<file path="config.mk">
export PLATFORM = sky130hd
export DESIGN_NAME = musa_chk_channel
export DESIGN_NICKNAME = d
export VERILOG_FILES = /design/src/rtl/musa_chk_pkg.sv /design/src/rtl/musa_chk_channel.sv
export SDC_FILE = /design/constraint.sdc
export NUM_CORES = 1
export LEC_CHECK = 0
export CAP_MARGIN = 20
export CORE_ASPECT_RATIO = 1.2
export CORE_MARGIN = 8
export CORE_UTILIZATION = 30
export CTS_CLUSTER_SIZE = 25
export DETAILED_ROUTE_END_ITERATION = 10
export HOLD_SLACK_MARGIN = 0.05
export PLACE_DENSITY_LB_ADDON = 0.2
export SLEW_MARGIN = 40
export SYNTH_ARGS = -nofsm -noshare
export SYNTH_HDL_FRONTEND = slang
export SYNTH_SLANG_ARGS = --single-unit
</file>
<file path="constraint.sdc">
create_clock -name clk -period 5.9 [get_ports clk]
set_input_delay 1.18 -clock clk [delete_from_list [all_inputs] [get_ports clk]]
set_output_delay 1.18 -clock clk [all_outputs]
set_load 0.03 [all_outputs]
</file>
<file path="src/rtl/musa_chk_pkg.sv">
// Shared types and helpers for the MUSA control-signal temporal checker.
package musa_chk_pkg;

    localparam int CFG_W = 8;

    typedef struct packed {
        logic [CFG_W-1:0] win_min;
        logic [CFG_W-1:0] win_max;
    } chk_cfg_t;

    function automatic logic win_legal(input int unsigned mn, input int unsigned mx,
                                       input int unsigned max_win);
        return (mn >= 1) && (mn <= mx) && (mx <= max_win);
    endfunction

    // Saturates at the all-ones value of a w-bit counter (w up to 32).
    function automatic logic [31:0] sat_add(input logic [31:0] a, input logic [31:0] b,
                                            input int unsigned w);
        logic [32:0] s;
        logic [32:0] lim;
        s   = {1'b0, a} + {1'b0, b};
        lim = (33'd1 << w) - 33'd1;
        return (s > lim) ? lim[31:0] : s[31:0];
    endfunction

endpackage

</file>
<file path="src/rtl/musa_chk_channel.sv">
// One checker channel: overlapping-attempt tracker plus optional pass counter
// (pass counter built only when CHK_COVER_EN is defined).
module musa_chk_channel
    import musa_chk_pkg::*;
#(
    parameter int MAX_WIN = 8,
    parameter int CNT_W   = 16
) (
    input  logic             clk,
    input  logic             rst_n,
    input  logic             clear,
    input  logic             flush,
    input  logic             create,
    input  logic             trig,
    input  logic             resp,
    input  logic [CFG_W-1:0] win_min,
    input  logic [CFG_W-1:0] win_max,
    output logic             fail_now,
    output logic             pending,
    output logic [CNT_W-1:0] pass_count
);

    // Bit a set: an attempt will be of age a at the coming edge.
    logic [MAX_WIN:1] pend;
    logic [MAX_WIN:1] pend_next;

`ifdef CHK_COVER_EN
    localparam int DW = $clog2(MAX_WIN + 1);
    logic [DW-1:0] dis_cnt;
`endif

    always_comb begin
        pend_next = '0;
        fail_now  = 1'b0;
`ifdef CHK_COVER_EN
        dis_cnt   = '0;
`endif
        for (int a = 1; a <= MAX_WIN; a++) begin
            if (pend[a]) begin
                if (resp && a >= int'(win_min)) begin
`ifdef CHK_COVER_EN
                    dis_cnt = dis_cnt + DW'(1);
`endif
                end else if (a >= int'(win_max)) begin
                    fail_now = 1'b1;
                end else if (a < MAX_WIN) begin
                    pend_next[a+1] = 1'b1;
                end
            end
        end
        if (flush) begin
            pend_next = '0;
            fail_now  = 1'b0;
`ifdef CHK_COVER_EN
            dis_cnt   = '0;
`endif
        end
        // The new attempt starts at age 0, so a same-edge resp never touches it.
        if (create && trig) begin
            pend_next[1] = 1'b1;
        end
    end

    always_ff @(posedge clk or negedge rst_n) begin
        if (!rst_n) begin
            pend <= '0;
        end else begin
            pend <= pend_next;
        end
    end

    assign pending = |pend;

`ifdef CHK_COVER_EN
    always_ff @(posedge clk or negedge rst_n) begin
        if (!rst_n) begin
            pass_count <= '0;
        end else if (clear) begin
            pass_count <= '0;
        end else begin
            pass_count <= CNT_W'(sat_add(32'(pass_count), 32'(dis_cnt), CNT_W));
        end
    end
`else
    logic unused_clear;
    assign unused_clear = clear;
    assign pass_count   = '0;
`endif

endmodule

</file>
==> summary.md <==
| Metric | Value |
|---|---|
| Status | `finished, final reports clean` |
| Critical Path Start | `win_min[2]` |
| Clk buf depth | `2` |
| Residual DRC count | `0` |
| Ports | `41` |
| Width of the die | `just over 60 um` |
| Clk_skew | `around 0.00047 ns` |
| R2r setup slk | `roughly 5 ns` |
| Crit path kind | `primary input to output pin` |
| Die Area | `roughly 4200 um^2` |
| Post-synth EDFFs | `0` |
| FILL cells | `~260` |
| Worst-case reg-to-reg path depth | `2` |
| # port buffers | `23` |
| Worst setup path endpoint | `fail_now` |
| Count of different cell masters after synthesis | `36` |
| Vias | `648` |
| Grt ovf | `0` |
| Largest Register | `pend` |
| Avg Synthesized Cell Area | `8.836 um^2` |
| Setup TNS | `0 ns` |
| Total Wirelength | `1824 um` |
| Vias/cell | `4.872` |
| Worst setup SP type | `primary input` |
| Final hold slack | `0.5579 ns` |
| Top flop regs | `pend: 8 flops` |
| Fin crit share | `79.89%` |
| Share of layout cells above drive strength 1 | `between 10 and 15%` |
| Clock latency on the worst-skew pair | `0.24 ns` |
| Largest family of logic cells by synthesized area | `compound AO/OA/AOI/OAI gates` |
| Final Core Density | `40.35%` |
| Reg2reg end | `pend[3]` |
| Reg2reg start | `pend[2]` |
| Max Clk Rate | `between 0.2 and 0.25 GHz` |
| Clk root buf | `clkbuf_4` |
| Cell area after synthesis | `715.7 um^2` |
| Core area | `2282 um^2` |
| Post-Synth Adder-Cell Area | `0%` |
| Xor-xnor portion of the synthesized cell area | `0%` |
| Row cnt | `19` |
| CTS Buf Count | `3` |
| Final hold vios | `0` |
| Sequential area share after synthesis | `between 20 and 30%` |
| Global-route wire length before repair | `roughly 3000 um` |
| Post-Synth Simple-Gate Area | `22.55%` |
| First DRT Iteration DRCs | `10` |
| Antenna cells | `0` |
| Hold_buf cts | `0` |
| DIE HEIGHT | `about 70 um` |
| Min Clock Period, post-route | `around 4.7 ns` |
| Worst Slack Setup Final | `1.186 ns` |
| Placement Cell Area | `about 900 um^2` |
| Critical Path RT | `roughly 4.7 ns` |
| Pre-CTS WS | `about 1.2 ns` |
| Final GP Congestion | `roughly 0.78` |
| DR WL/cell | `roughly 14 um` |
| H-Tree Depth | `1` |
| RSZ-0062 raised after global routing | `no` |
| Drt pass-1 iters | `4` |
| Pin count of the biggest net entering global routing | `14` |
| Total Nets Final | `127` |
| Compound-gate portion of the synthesized area | `between 20% and 30%` |
| Predominant post-synthesis flop cell | `dfrtp_1` |
| CP endpoint kind | `output pin` |
| Number of standard cells after synthesis | `just over 80` |
| Vias in the first global route | `637` |
| P_leak | `about 0.35 nW` |
| VDD IR-drop max | `0.06935 mV` |
| Post-CTS resize count | `0` |
| Seq cells post-synth | `8` |
| Total Power | `around 0.14 mW` |
| Asr flop ratio synth | `100.0%` |
| Setup bufs post-CTS | `0` |
| Number of flip-flops in the largest register | `8` |
| Dpl cells | `130` |
| Layout area overhead | `28.67%` |
| Final setup vio count | `0` |
| FF/Latch Area | `200.2 um^2` |
| Multi-input logic area | `between 400 and 500 um^2` |
| Clk sink count | `8` |
| Critical Path AT | `between 3 and 4 ns` |
| Post-route cell area | `920.9 um^2` |
| Pwr Density | `approximately 150 nW/um^2` |
| Worst-path maximum fanout | `6` |
| Fin cells | `about 130` |
| CTS tree | `yes` |
| GRT Resource Usage Total | `9.009%` |
| Antenna-violating nets left | `0` |
| Highest cell delay on the worst timing path | `around 0.6 ns` |
| Critical-path top delay cell | `clkdlybuf4s50_1` |
| Clock slew at reported path FFs | `around 0.050 ns` |
| HP Class | `flop to flop` |
| Initial core utilization | `31.36%` |
| Initial antenna violation count | `0` |
| Final slew viol count | `0` |
| Mux cell area share after synthesis | `0%` |
| MaxCap Viol Count | `0` |
| Most used cell, CP | `clkdlybuf4s50_1` |
| DP Wirelength | `about 1600 um` |
| Synth warnings | `0` |
| Cells along the critical path | `clkdlybuf4s50_1, or4b_4, o311ai_1, a41oi_1, o21ai_1, a21oi_1, clkdlybuf4s50_1` |
-- cells in the mapped netlist, types with 3 or more instances --
cell type / n / area [um^2]
a211oi_1: 4 / 30.03
buf_4: 16 / 120.1
dfrtp_1: 8 / 200.2
nand2_1: 3 / 11.26
nor4_1: 5 / 31.28
o31ai_1: 3 / 22.52
-- logic make-up (layout without fill, tap and decap cells) --
| kind of cell | count (synthesis) | after routing |
|---|---|---|
| AOI/OAI and AO/OA | 25 | 25 |
| buffers and inverters | 22 | 28 |
| DFF | 8 | 8 |
| other | 1 | 16 |
| and+or+nand+nor | 25 | 25 |
-- layout by cell type, fill, tap and decap left out, types with 2 or more instances in the layout --
master / count
o31ai_1: 3
nor2_1: 2
o21ai_0: 2
clkdlybuf4s50_1: 23
nand2_1: 3
nor4_1: 5
a21oi_1: 2
and2_1: 2
nand3_1: 2
clkbuf_4: 3
a211oi_1: 4
nor4b_1: 2
o31ai_2: 2
nor3_1: 2
inv_1: 2
o21ai_1: 2
dfrtp_1: 8
conb_1: 16
o311ai_0: 2
-- worst max-delay path, delay by kind of cell --
family	cells	cell delay, ns
simple gates	1	0.59
compound gates	4	0.69
buf+inv	2	1.07
-- routing by layer --
layer / track usage, % / up-vias / part of all wire, %
met5: 0 / - / 0
met2: 13.31 / 22 / 48
met3: 2.783 / 2 / 7.2
li1: - / 321 / -
met1: 11.45 / 303 / 44
met4: 3.896 / 0 / 1.2
-- final cells by class --
class	instances	share of cell area (%)
clock buffers	3	2.446
flip-flops and latches	8	21.74
well taps	31	4.212
inverters	2	0.8152
multi-input cells	66	45.79
repair buffers	23	25.00
-- report_power, final --
group | switching, mW | total, mW | leakage, nW | internal [mW]
logic | 0.0279 | 0.0466 | 0.225 | 0.0187
clock network | 0.0151 | 0.0382 | 0.0138 | 0.0230
registers | 0.00110 | 0.0572 | 0.110 | 0.0561
total | 0.0442 | 0.142 | 0.349 | 0.0978
-- worst min-delay path by stage --
| stage | from | end | slack [ns] | depth (start not counted) |
|---|---|---|---|---|
| 2_1_floorplan | pend[5] | pend[6] | 0.51 | 1 |
| 3_3_place_gp | pend[5] | pend[6] | 0.54 | 1 |
| 3_5_place_dp | pend[5] | pend[6] | 0.56 | 1 |
| 4_1_cts | pend[5] | pend[6] | 0.56 | 1 |
| 5_1_grt | pend[5] | pend[6] | 0.58 | 1 |
| 6_report | pend[5] | pend[6] | 0.56 | 1 |
No activity file was read; power rests on OpenSTA's default activity.
